--- config.mk ---
export PLATFORM = sky130hd
export DESIGN_NAME = reservation_station
export DESIGN_NICKNAME = d
export VERILOG_FILES = /design/src/rtl/reservation_station.sv
export SDC_FILE = /design/constraint.sdc
export NUM_CORES = 1
export LEC_CHECK = 0
export CAP_MARGIN = 20
export CORE_AREA = 4 4 280 282
export CTS_CLUSTER_DIAMETER = 100
export DETAILED_ROUTE_END_ITERATION = 10
export DIE_AREA = 0 0 284 286
export PLACE_DENSITY_LB_ADDON = 0.05
export SYNTH_ARGS = -nofsm -noshare
export SYNTH_HDL_FRONTEND = slang
export SYNTH_SLANG_ARGS = --single-unit
--- constraint.sdc ---
create_clock -name Clock -period 2.94 [get_ports Clock]
set_input_delay 0.588 -clock Clock [delete_from_list [all_inputs] [get_ports Clock]]
set_output_delay 0.588 -clock Clock [all_outputs]
set_load 0.02 [all_outputs]
--- src/rtl/reservation_station.sv ---
// reservation_station: single-entry reservation station.
// Captures an issue packet addressed to RS_ID, snoops the commit bus for
// pending source operands, hands both operands to an attached functional
// unit, then requests the commit bus and broadcasts the result tagged RS_ID.
//
// Build option: define RS_WATCHDOG_EN to add a WAIT_OPS watchdog that sets
// a sticky oTimeout after WATCHDOG_CYCLES cycles spent waiting on operands.
// Without it oTimeout is tied low.
//
// state    | meaning
// ---------+-------------------------------------------------------------
// IDLE     | entry free, accepting an issue addressed to RS_ID
// WAIT_OPS | entry held, at least one source still waiting on a broadcast
// EXECUTE  | both operands valid, presented to the functional unit
// COMMIT   | result held, requesting the commit bus until granted
module reservation_station #(
  parameter logic [3:0]  RS_ID           = 4'd1,
  parameter int          WIDTH           = 32,
  parameter logic [15:0] WATCHDOG_CYCLES = 16'd255
) (
  input  logic               Clock,
  input  logic               Reset,
  input  logic [3:0]         iIssueRsID,
  input  logic [3:0]         iIssueSrc0Rs,
  input  logic [3:0]         iIssueSrc1Rs,
  input  logic [3*WIDTH-1:0] iIssueSrc0Data,
  input  logic [3*WIDTH-1:0] iIssueSrc1Data,
  input  logic [7:0]         iIssueDst,
  input  logic [2:0]         iIssueWe,
  input  logic [3:0]         iCommitRsID,
  input  logic [3*WIDTH-1:0] iCommitData,
  output logic               oBusy,
  output logic               oIssueCollision,
  output logic               oExeValid,
  output logic [3*WIDTH-1:0] oExeA,
  output logic [3*WIDTH-1:0] oExeB,
  input  logic               iExeDone,
  input  logic [3*WIDTH-1:0] iExeResult,
  output logic               oCommitRequest,
  input  logic               iCommitGrant,
  output logic [3:0]         oCommitRsID,
  output logic [7:0]         oCommitDst,
  output logic [2:0]         oCommitWe,
  output logic [3*WIDTH-1:0] oCommitData,
  output logic               oTimeout
);

  localparam int DW = 3 * WIDTH;

  typedef enum logic [1:0] {
    S_IDLE     = 2'd0,
    S_WAIT_OPS = 2'd1,
    S_EXECUTE  = 2'd2,
    S_COMMIT   = 2'd3
  } state_t;

  state_t          r_state;
  logic [DW-1:0]   r_src0;
  logic [DW-1:0]   r_src1;
  logic [3:0]      r_rs0;
  logic [3:0]      r_rs1;
  logic [7:0]      r_dst;
  logic [2:0]      r_we;
  logic [DW-1:0]   r_result;
  logic            r_collision;

  logic            w_issue_hit;
  logic            w_fwd0;
  logic            w_fwd1;
  logic            w_ready0;
  logic            w_ready1;
  logic            w_snoop0;
  logic            w_snoop1;
  logic            w_enter_wait;

  // Our own ID is never a legal producer, so a self-dependency stays pending.
  assign w_issue_hit  = (iIssueRsID == RS_ID);
  assign w_fwd0       = (iIssueSrc0Rs != 4'd0) && (iIssueSrc0Rs != RS_ID) &&
                        (iIssueSrc0Rs == iCommitRsID);
  assign w_fwd1       = (iIssueSrc1Rs != 4'd0) && (iIssueSrc1Rs != RS_ID) &&
                        (iIssueSrc1Rs == iCommitRsID);
  assign w_ready0     = (iIssueSrc0Rs == 4'd0) || w_fwd0;
  assign w_ready1     = (iIssueSrc1Rs == 4'd0) || w_fwd1;
  assign w_snoop0     = (r_rs0 != 4'd0) && (r_rs0 != RS_ID) && (r_rs0 == iCommitRsID);
  assign w_snoop1     = (r_rs1 != 4'd0) && (r_rs1 != RS_ID) && (r_rs1 == iCommitRsID);
  assign w_enter_wait = (r_state == S_IDLE) && w_issue_hit && !(w_ready0 && w_ready1);

  // Main sequencing FSM: issue capture, operand snooping, execute and commit.
  always_ff @(posedge Clock) begin
    if (!Reset) begin
      r_state     <= S_IDLE;
      r_src0      <= '0;
      r_src1      <= '0;
      r_rs0       <= '0;
      r_rs1       <= '0;
      r_dst       <= '0;
      r_we        <= '0;
      r_result    <= '0;
      r_collision <= 1'b0;
    end else begin
      r_collision <= w_issue_hit && (r_state != S_IDLE);
      case (r_state)
        S_IDLE: begin
          if (w_issue_hit) begin
            r_dst  <= iIssueDst;
            r_we   <= iIssueWe;
            r_src0 <= w_fwd0 ? iCommitData : iIssueSrc0Data;
            r_src1 <= w_fwd1 ? iCommitData : iIssueSrc1Data;
            r_rs0  <= w_ready0 ? 4'd0 : iIssueSrc0Rs;
            r_rs1  <= w_ready1 ? 4'd0 : iIssueSrc1Rs;
            r_state <= (w_ready0 && w_ready1) ? S_EXECUTE : S_WAIT_OPS;
          end
        end
        S_WAIT_OPS: begin
          // Exit one cycle after the last pending flag has cleared.
          if ((r_rs0 == 4'd0) && (r_rs1 == 4'd0)) begin
            r_state <= S_EXECUTE;
          end
          if (w_snoop0) begin
            r_src0 <= iCommitData;
            r_rs0  <= 4'd0;
          end
          if (w_snoop1) begin
            r_src1 <= iCommitData;
            r_rs1  <= 4'd0;
          end
        end
        S_EXECUTE: begin
          if (iExeDone) begin
            r_result <= iExeResult;
            r_state  <= S_COMMIT;
          end
        end
        S_COMMIT: begin
          if (iCommitGrant) begin
            r_state <= S_IDLE;
          end
        end
        default: r_state <= S_IDLE;
      endcase
    end
  end

`ifdef RS_WATCHDOG_EN
  logic [15:0] r_wdog;
  logic        r_timeout;
  logic [15:0] w_wdog_next;

  assign w_wdog_next = (r_wdog == 16'hFFFF) ? r_wdog : (r_wdog + 16'd1);

  // Saturating WAIT_OPS cycle counter with a sticky timeout flag.
  always_ff @(posedge Clock) begin
    if (!Reset) begin
      r_wdog    <= 16'd0;
      r_timeout <= 1'b0;
    end else if (w_enter_wait) begin
      r_wdog <= 16'd0;
    end else if (r_state == S_WAIT_OPS) begin
      r_wdog <= w_wdog_next;
      if (w_wdog_next >= WATCHDOG_CYCLES) begin
        r_timeout <= 1'b1;
      end
    end
  end

  assign oTimeout = r_timeout;
`else
  logic [16:0] w_unused_wdog;
  assign w_unused_wdog = {w_enter_wait, WATCHDOG_CYCLES};
  assign oTimeout      = 1'b0;
`endif

  assign oBusy           = (r_state != S_IDLE);
  assign oIssueCollision = r_collision;
  assign oExeValid       = (r_state == S_EXECUTE);
  assign oExeA           = r_src0;
  assign oExeB           = r_src1;
  assign oCommitRequest  = (r_state == S_COMMIT);
  assign oCommitRsID     = (r_state == S_COMMIT) ? RS_ID : 4'd0;
  assign oCommitDst      = r_dst;
  assign oCommitWe       = r_we;
  assign oCommitData     = r_result;

endmodule
==> flow_summary.yaml, run 1 <==
outcome:
  status: "finished clean"
die:
  io_pins: 723
  dieArea_sq_um: 81220
  die_width_microns: 284
  core_area_sq_um: 75700
  fp-row-count: 101
  start_util_pct: 16.56
  die_h_microns: 286
grt:
  overflow: 0
  grt.total_usage_pct: 16.72
  antenna_found_initial: 32
  grt_max_degree: 153
  grt_pass1_vias: 14413
  grt_pass1_wl_mm: 101.7
sta:
  post-route-period-util_pct: 90.94
  fin_crit_ns: 2.674
  slew_headroom_pct: 51.77
  fin_skew_ns: 0.01228
  worst_pin_slew_ns: 0.7234
  setup_viol_count_final: 0
  fmax_mhz: 374.0
  grt_setup_unrepaired: "no"
  hold_viol_final: 0
  report.final.slew_viol_count: 0
  tns_ns: 0
  timing.final.ws_setup_ns: 0.2662
routing:
  wl_per_cell_microns: 21.64
  firstDrtPassIters: 5
  num_vias: 14224
  drc: 0
  viasPerCell: 4.279
  wl_mm: 71.92
  drtIter0Drc: 620
  ant_nets: 0
synth:
  synth_area_leaders: "dfxtp_1, nand2_1, a31oi_1"
  ys_ff_latch: 310
  synth_cells: 1634
  synth_flop_cell: "dfxtp_1"
  syn_avg_cell_area_sq_um: 7.670
  syn_area_sq_um: 12530
  synth_cell_types: 43
  synth_edf_count: 0
  yosysWarnings: 0
  synth_seq_area_share_pct: 49.52
  async_flop_share_pct: 0
  synth_top_cell_by_area: "dfxtp_1"
  synth_top_area_share_pct: 49.52
finish:
  nets: 2721
  drive_above_1_share_pct: 5.658
  final_cells: 3324
  fin_area_sq_um: 22500
  area_delta_synth_final_pct: 79.50
clock_network:
  clock_path_buffers: 3
  cts_post_setup_buffers_inserted: 0
  cts_resized: 0
  clock-root-buffer: "clkbuf_16"
  cts_made_buffers: 43
  clkLatencyLatePin_ns: 0.56
  cts_tree: "yes"
  cts.sinks: 310
  htree_levels: 2
  hold_buffers: 0
  clk_pin_slew_ns: 0.05
pwr:
  p_per_area_nw_per_um2: 589.1
  leakagePower_nw: 8.135
  ir_worst_vdd_mv: 0.3981
  total_power_mw: 13.25
run:
  maxCapViolCount: 0
place:
  place_area_sq_um: 21010
  hpwl_mm: 54.17
  post-place-ws_ns: 0.02564
  placed_cells: 3234
  gp_congestion: 0.8041
  port_buffers: 718
setup_path:
  path_class: "register to output pin"
  start_kind: "register"
  worstPathArrival_ns: 2.09
  required_ns: 2.35
  endpoint_kind: "output pin"
  cp_max_fo: 6
min_path:
  hp-class: "register to register"
## sequential cells by signal (all words and copies together) (netlist names)
register and cells:
oCommitDst 8, oExeA 96, r_rs1 4, oCommitWe 3, oCommitData 96, r_rs0 4
oIssueCollision 1, oExeB 96, r_state 2
## synthesized netlist by cell type, drive strengths merged, types with 2 or more instances
cell / instances
nand2: 581
ha: 5
nand2b: 7
and2: 2
dfxtp: 310
inv: 9
nor2: 14
o21ai: 198
clkbuf: 90
o21bai: 3
a21oi: 106
xnor2: 12
a41oi: 2
nand3: 8
buf: 58
o21a: 3
nor4: 2
a311oi: 2
mux2i: 14
a31oi: 192
## report_power, final
| group | leakage [nW] | internal, mW | switching, mW |
|---|---|---|---|
| logic | 4.90 | 1.48 | 1.79 |
| clock network | 0.727 | 3.30 | 2.07 |
| registers | 2.51 | 4.47 | 0.140 |
| total | 8.13 | 9.25 | 4.00 |
## kinds of logic after synthesis
kind of cell	after synthesis	synth area share (%)
flip-flops	310	49.52
other	1	0.02992
XOR/XNOR	12	0.8386
multiplexers	14	1.148
buffers and inverters	158	5.610
AO/OA/AOI/OAI	512	23.10
adder cells (fa/ha/maj)	5	0.4992
AND/OR/NAND/NOR	622	19.26
## cell usage in the layout, fill, tap and decap left out, types with 9 or more instances in the layout
master,Yosys,final
dfxtp_1,310,310
nand2_1,581,580
clkbuf_16,0,45
buf_12,0,25
xnor2_1,12,12
diode_2,0,13
buf_4,10,25
mux2i_1,13,13
nor2_1,14,14
o21ai_1,11,10
a31oi_1,192,192
o21ai_0,186,186
clkinv_2,0,9
a21oi_1,106,106
clkdlybuf4s50_1,0,717
clkbuf_8,0,14
## worst max-delay path: stages (launching register included)
cell and delay (ns):
dfxtp_1 0.39, inv_1 0.10, ha_1 0.32, inv_1 0.08, clkdlybuf4s50_1 0.64
## metal layers
layer	part of all wire (%)	track usage [%]
met4	2.4	4.552
met3	11	8.375
met2	49	29.06
met5	0.35	0
met1	38	18.03
## path summary, 6_finish.rpt
path,end,slack [ns],from,cells after the start
max reg2reg,oExeB[7],0.64,r_state[1],9
min,oCommitData[77],0.45,oCommitData[77],2
min reg2reg,oCommitData[77],0.45,oCommitData[77],2
max,oBusy,0.27,r_state[0],4
## per-stage QoR
step / utilization, % / hold WS [ns]
floorplan: - / 0.4703
global placement: 27.76 / 0.4425
detailed placement: 27.76 / 0.4454
CTS: 29.68 / 0.4533
global route: 29.69 / 0.4688
finish: 29.72 / 0.4515
## final cells by class
class                           instances  area, sq um
Antenna cell                           13        32.53
Tap cell                              978         1224
Sequential cell                       310         6206
Timing Repair Buffer                  767         7865
Clock buffer                           66         1345
Inverter                               10        40.04
Clock inverter                         11        105.1
Multi-Input combinational cell       1169         5679
Fill cell                            8108        53200
(Power assumes the default switching activity.)
==> inputs of run 2 (changes only) <==
--- a/config.mk
+++ b/config.mk
@@ -10,7 +10,7 @@
 export CTS_CLUSTER_DIAMETER = 100
 export DETAILED_ROUTE_END_ITERATION = 10
 export DIE_AREA = 0 0 284 286
-export PLACE_DENSITY_LB_ADDON = 0.05
+export PLACE_DENSITY = 0.52
 export SYNTH_ARGS = -nofsm -noshare
 export SYNTH_HDL_FRONTEND = slang
 export SYNTH_SLANG_ARGS = --single-unit
==> run 2 against run 1 <==
Effect of this change:
- worst setup slack better by 0.094 ns
- register-to-register slack worse by 0.07 ns
- first-iteration DRC count is 1.6% higher
- clock power is 13% lower
- design area is 1.1% lower
- critical path type unchanged
- clock skew is 0.0017 ns higher
- largest power group unchanged
- global-route usage is 1.3 points lower
- routed wire length is 7.8% lower
- highest routed layer unchanged
- sequential share of layout area is 0.32 points higher
- combinational power hardly changed
==> flow_summary.yaml, run 2 (same netlist as run 1, synthesis figures left out) <==
outcome:
  status: "finished clean"
clock_network:
  clkLatencyLatePin_ns: 0.55
  clk_pin_slew_ns: 0.05
  cts_made_buffers: 38
  cts_tree: "yes"
  clock_path_buffers: 3
  clock-root-buffer: "clkbuf_16"
  cts.sinks: 310
  htree_levels: 2
  cts_post_setup_buffers_inserted: 0
  cts_resized: 0
  hold_buffers: 0
finish:
  final_common_cell: "clkdlybuf4s50_1"
  fillers: 8234
  drive_above_1_share_pct: 5.446
  nets: 2727
  regArea_sq_um: 6206
  final_cells: 3313
  finish.utilization_pct: 29.38
  final_cell_mix: "clkdlybuf4s50_1, nand2_1, dfxtp_1, a31oi_1, o21ai_0"
  multi_input_area_sq_um: 5679
  area_delta_synth_final_pct: 77.47
setup_path:
  start_kind: "register"
  crit_path_frequent_cell: "inv_1"
  required_ns: 2.35
  cp_max_fo: 6
  slowest_stage: "clkdlybuf4s50_1"
  worstPathArrival_ns: 1.99
  max_stage_delay_ns: 0.62
  critical_path.cell_chain: "inv_1 > ha_1 > inv_1 > clkdlybuf4s50_1"
  r2r_slack_ns: 0.57
  endpoint_kind: "output pin"
  path_class: "register to output pin"
sta:
  post-route-period-util_pct: 87.75
  fin_skew_ns: 0.01397
  worst_pin_slew_ns: 0.6519
  hold_viol_final: 0
  fmax_mhz: 387.6
  fin_crit_ns: 2.580
  report.final.slew_viol_count: 0
  grt_setup_unrepaired: "no"
  setup_viol_count_final: 0
  slew_headroom_pct: 56.44
  tns_ns: 0
pwr:
  switching_share_pct: 30.43
  p_int_mw: 8.696
  comb_power_share_pct: 25.9
  p_seq_share_pct: 36.9
  p_sw_mw: 3.803
  p_clk_share_pct: 37.2
  p_per_area_nw_per_um2: 561.9
  leakagePower_nw: 8.039
  ir_worst_vdd_mv: 0.3399
grt:
  grt_use_met2_pct: 26.64
  grt.total_usage_pct: 15.43
  overflow: 0
  grt_pass1_wl_mm: 94.76
  busiest_layer: "met2"
  grtUsageMet3_pct: 6.295
  grt_pass1_vias: 13929
  antenna_found_initial: 11
  grt_max_degree: 119
  met1_usage_pct: 17.24
die:
  core_area_sq_um: 75700
  dieArea_sq_um: 81220
  start_util_pct: 16.56
  fp-row-count: 101
  die_width_microns: 284
  io_pins: 723
  die_h_microns: 286
routing:
  drc: 0
  wl_mm: 66.31
  viasPerCell: 4.229
  ant_nets: 0
  num_vias: 14011
  firstDrtPassIters: 5
  wl_per_cell_microns: 20.01
  drtIter0Drc: 630
place:
  port_buffers: 718
  gp_congestion: 0.8104
  placed_cells: 3245
  hpwl_mm: 51.52
min_path:
  hp-class: "register to register"
run:
  maxCapViolCount: 0
## run 2: worst max-delay path, delay by kind of cell (launching register included)
kind,cells,cell delay (ns)
buffers and inverters,3,0.80
DFF,1,0.38
adders and majority gates,1,0.28
## run 2: cell type report
cell class	count	share of cell area [%]
timing repair buffer	778	35.41
multi-input combinational	1169	25.53
antenna	3	0.03375
tap	978	5.501
inverter	10	0.1800
clock buffer	58	5.170
clock inverter	7	0.2700
sequential	310	27.90
## run 2: per-layer routing
| metal | part of all wire, % | vias up |
|---|---|---|
| met2 | 47 | 565 |
| met5 | 0.075 | - |
| met1 | 39 | 6428 |
| met3 | 9.9 | 88 |
| li1 | - | 6922 |
| met4 | 3.5 | 8 |
## run 2: path summary, 6_finish.rpt
| check | cells past startpoint | from | to |
|---|---|---|---|
| max | 4 | r_state[1] | oBusy |
| min | 2 | oCommitData[66] | oCommitData[66] |
| max reg2reg | 9 | r_state[1] | oExeA[58] |
| min reg2reg | 2 | oCommitData[66] | oCommitData[66] |
## run 2: power groups by stage
stage                     clock, mW  combinational (mW)  sequential, mW
after global routing           5.00                3.51            4.64
after global placement            0                3.32            4.70
after detailed placement          0                3.31            4.70
after CTS                      4.85                3.32            4.61
final                          4.65                3.24            4.61
after floorplan                   0                1.13            4.98
## run 2: metrics by stage
step                      worst slack, ns  hold WS, ns  power, mW  cell area [sq um]
after floorplan                    0.8596       0.4703      6.110              12540
after global placement             0.1133       0.4417      8.017              21030
after detailed placement          0.05828       0.4460      8.004              21030
after CTS                          0.2686       0.4542      12.78              22240
after global routing               0.1963       0.4652      13.15              22240
final                              0.3603       0.4500      12.50              22240
==> inputs of run 3 (changes only) <==
--- a/config.mk
+++ b/config.mk
@@ -6,11 +6,12 @@
 export NUM_CORES = 1
 export LEC_CHECK = 0
 export CAP_MARGIN = 20
-export CORE_AREA = 4 4 280 282
+export CORE_AREA = 2 2 278 280
 export CTS_CLUSTER_DIAMETER = 100
 export DETAILED_ROUTE_END_ITERATION = 10
-export DIE_AREA = 0 0 284 286
+export DIE_AREA = 0 0 280 282
 export PLACE_DENSITY = 0.52
+export SETUP_SLACK_MARGIN = 0.02
 export SYNTH_ARGS = -nofsm -noshare
 export SYNTH_HDL_FRONTEND = slang
 export SYNTH_SLANG_ARGS = --single-unit
==> run 3 against run 2 <==
Effect of this change:
- clock skew down 0.0037 ns
- design area is 0.88% higher
- via count grew 1.0%
- hold slack better by 0.0014 ns
- first-iteration DRC count shrank 4.9%
- global-route usage is 0.12 points lower
==> flow_summary.yaml, run 3 (same netlist as run 1, synthesis figures left out) <==
routing:
  firstDrtPassIters: 5
  drt-met1-wl_mm: 24.30
  wl_per_cell_microns: 19.06
  num_vias: 14155
  viasPerCell: 4.255
  wl_met3_mm: 5.589
  drc: 0
  drtIter0Drc: 599
  top_layer_used: "met5"
  met2WireLength_mm: 31.45
  wl_mm: 63.43
  ant_nets: 0
setup_path:
  cp_num_buf_inv: 3
  required_ns: 2.35
  r2r_end: "oExeA[53]"
  rr_worst_depth: 9
  path_class: "register to output pin"
  start_kind: "register"
  endpoint_kind: "output pin"
  r2r_start: "r_state[1]"
  crit_path_frequent_cell: "inv_1"
  worstPathArrival_ns: 2.03
  critical_path.cell_chain: "inv_1 > ha_1 > inv_1 > clkdlybuf4s50_1"
  critPathTopFamily: "buffers and inverters"
  max_stage_delay_ns: 0.62
  slowest_stage: "clkdlybuf4s50_1"
  r2r_slack_ns: 0.55
  cp_max_fo: 6
clock_network:
  cts_made_buffers: 38
  clk_pin_slew_ns: 0.06
  cts_resized: 0
  cts.sinks: 310
  hold_buffers: 0
  htree_levels: 2
  cts_post_setup_buffers_inserted: 0
  cts_tree: "yes"
  clock-root-buffer: "clkbuf_16"
  clkLatencyLatePin_ns: 0.54
  clock_path_buffers: 3
finish:
  fin_area_sq_um: 22440
  final_common_cell: "clkdlybuf4s50_1"
  diodes: 0
  drive_above_1_share_pct: 6.088
  fillers: 8199
  area_delta_synth_final_pct: 79.04
  final_cell_mix: "clkdlybuf4s50_1, nand2_1, dfxtp_1, a31oi_1, o21ai_0"
  nets: 2740
min_path:
  hp-start: "oCommitData[44]"
  holdPathStages: 2
  whs_endpoint: "oCommitData[44]"
  hp-class: "register to register"
grt:
  overflow: 0
  antenna_found_initial: 6
  grt_pass1_wl_mm: 90.82
  grt_pass1_vias: 13920
  grt.total_usage_pct: 15.31
  grt_max_degree: 193
pwr:
  p_sw_mw: 3.829
  ir_worst_vdd_mv: 0.2728
  p_per_area_nw_per_um2: 567.8
  p_clk_share_pct: 38.1
  p_int_mw: 8.912
  leakagePower_nw: 8.149
  switching_share_pct: 30.06
  comb_power_share_pct: 25.8
  p_seq_share_pct: 36.1
die:
  dieArea_sq_um: 78960
  fp-row-count: 101
  core_area_sq_um: 75700
  die_width_microns: 280
  io_pins: 723
  die_h_microns: 282
  start_util_pct: 16.56
place:
  hpwl_mm: 48.69
  port_buffers: 718
  gp_congestion: 0.8123
  place_area_sq_um: 21160
sta:
  slew_headroom_pct: 28.76
  grt_setup_unrepaired: "no"
  hold_viol_final: 0
  tns_ns: 0
  post-route-period-util_pct: 88.88
  fin_skew_ns: 0.01026
  timing.hold.ws_ns: 0.4513
  worst_pin_slew_ns: 1.069
  setup_viol_count_final: 0
  fin_crit_ns: 2.613
  report.final.slew_viol_count: 0
  fmax_mhz: 382.7
outcome:
  status: "finished clean"
run:
  maxCapViolCount: 0
## run 3: tightest hold or removal path, cell delays in order, from the launching register on
cell and delay, ns:
dfxtp_1 0.30, nand2_1 0.05, a21oi_1 0.05
## run 3: final cells by class
type                            count  area (sq um)  area share [%]
Inverter                           10         38.79          0.1729
Tap cell                          978          1224           5.453
Sequential cell                   310          6206           27.66
Timing Repair Buffer              791          8011           35.70
Clock inverter                      7         85.08          0.3792
Multi-Input combinational cell   1169          5679           25.31
Clock buffer                       62          1195           5.325
## run 3: layer usage
metal | vias up | global-route usage, %
met1 | 6530 | 16.76
met2 | 578 | 27.43
met5 | - | 0
li1 | 6950 | -
met4 | 10 | 5.156
met3 | 87 | 5.320
## run 3: power groups by stage
stage	Clock, mW	Sequential (mW)	Combinational [mW]
finish	4.85	4.60	3.28
global route	5.18	4.63	3.56
CTS	5.03	4.61	3.36
detailed placement	0	4.69	3.34
global placement	0	4.69	3.34
floorplan	0	4.98	1.13
## run 3: worst max path at each step
stage,start,end,slack (ns),cells after the start
3_3_place_gp,iCommitRsID[2],oExeA[57],0.11,8
2_1_floorplan,iCommitRsID[0],oExeA[0],0.86,7
6_report,r_state[0],oBusy,0.33,4
4_1_cts,r_state[0],oExeValid,0.26,3
3_5_place_dp,iCommitRsID[2],oExeA[6],0.05,8
5_1_grt,r_state[0],oBusy,0.20,4
## run 3: per-stage QoR
| step | power, mW | cells | setup slack (ns) | util [%] |
|---|---|---|---|---|
| after global placement | 8.039 | 3258 | 0.1143 | 27.95 |
| after detailed placement | 8.035 | 3258 | 0.04898 | 27.95 |
| final | 12.74 | 3327 | 0.3269 | 29.64 |
| after CTS | 13.00 | 3327 | 0.2610 | 29.64 |
| after global routing | 13.38 | 3327 | 0.1965 | 29.64 |
| after floorplan | 6.110 | 1637 | 0.8596 | - |
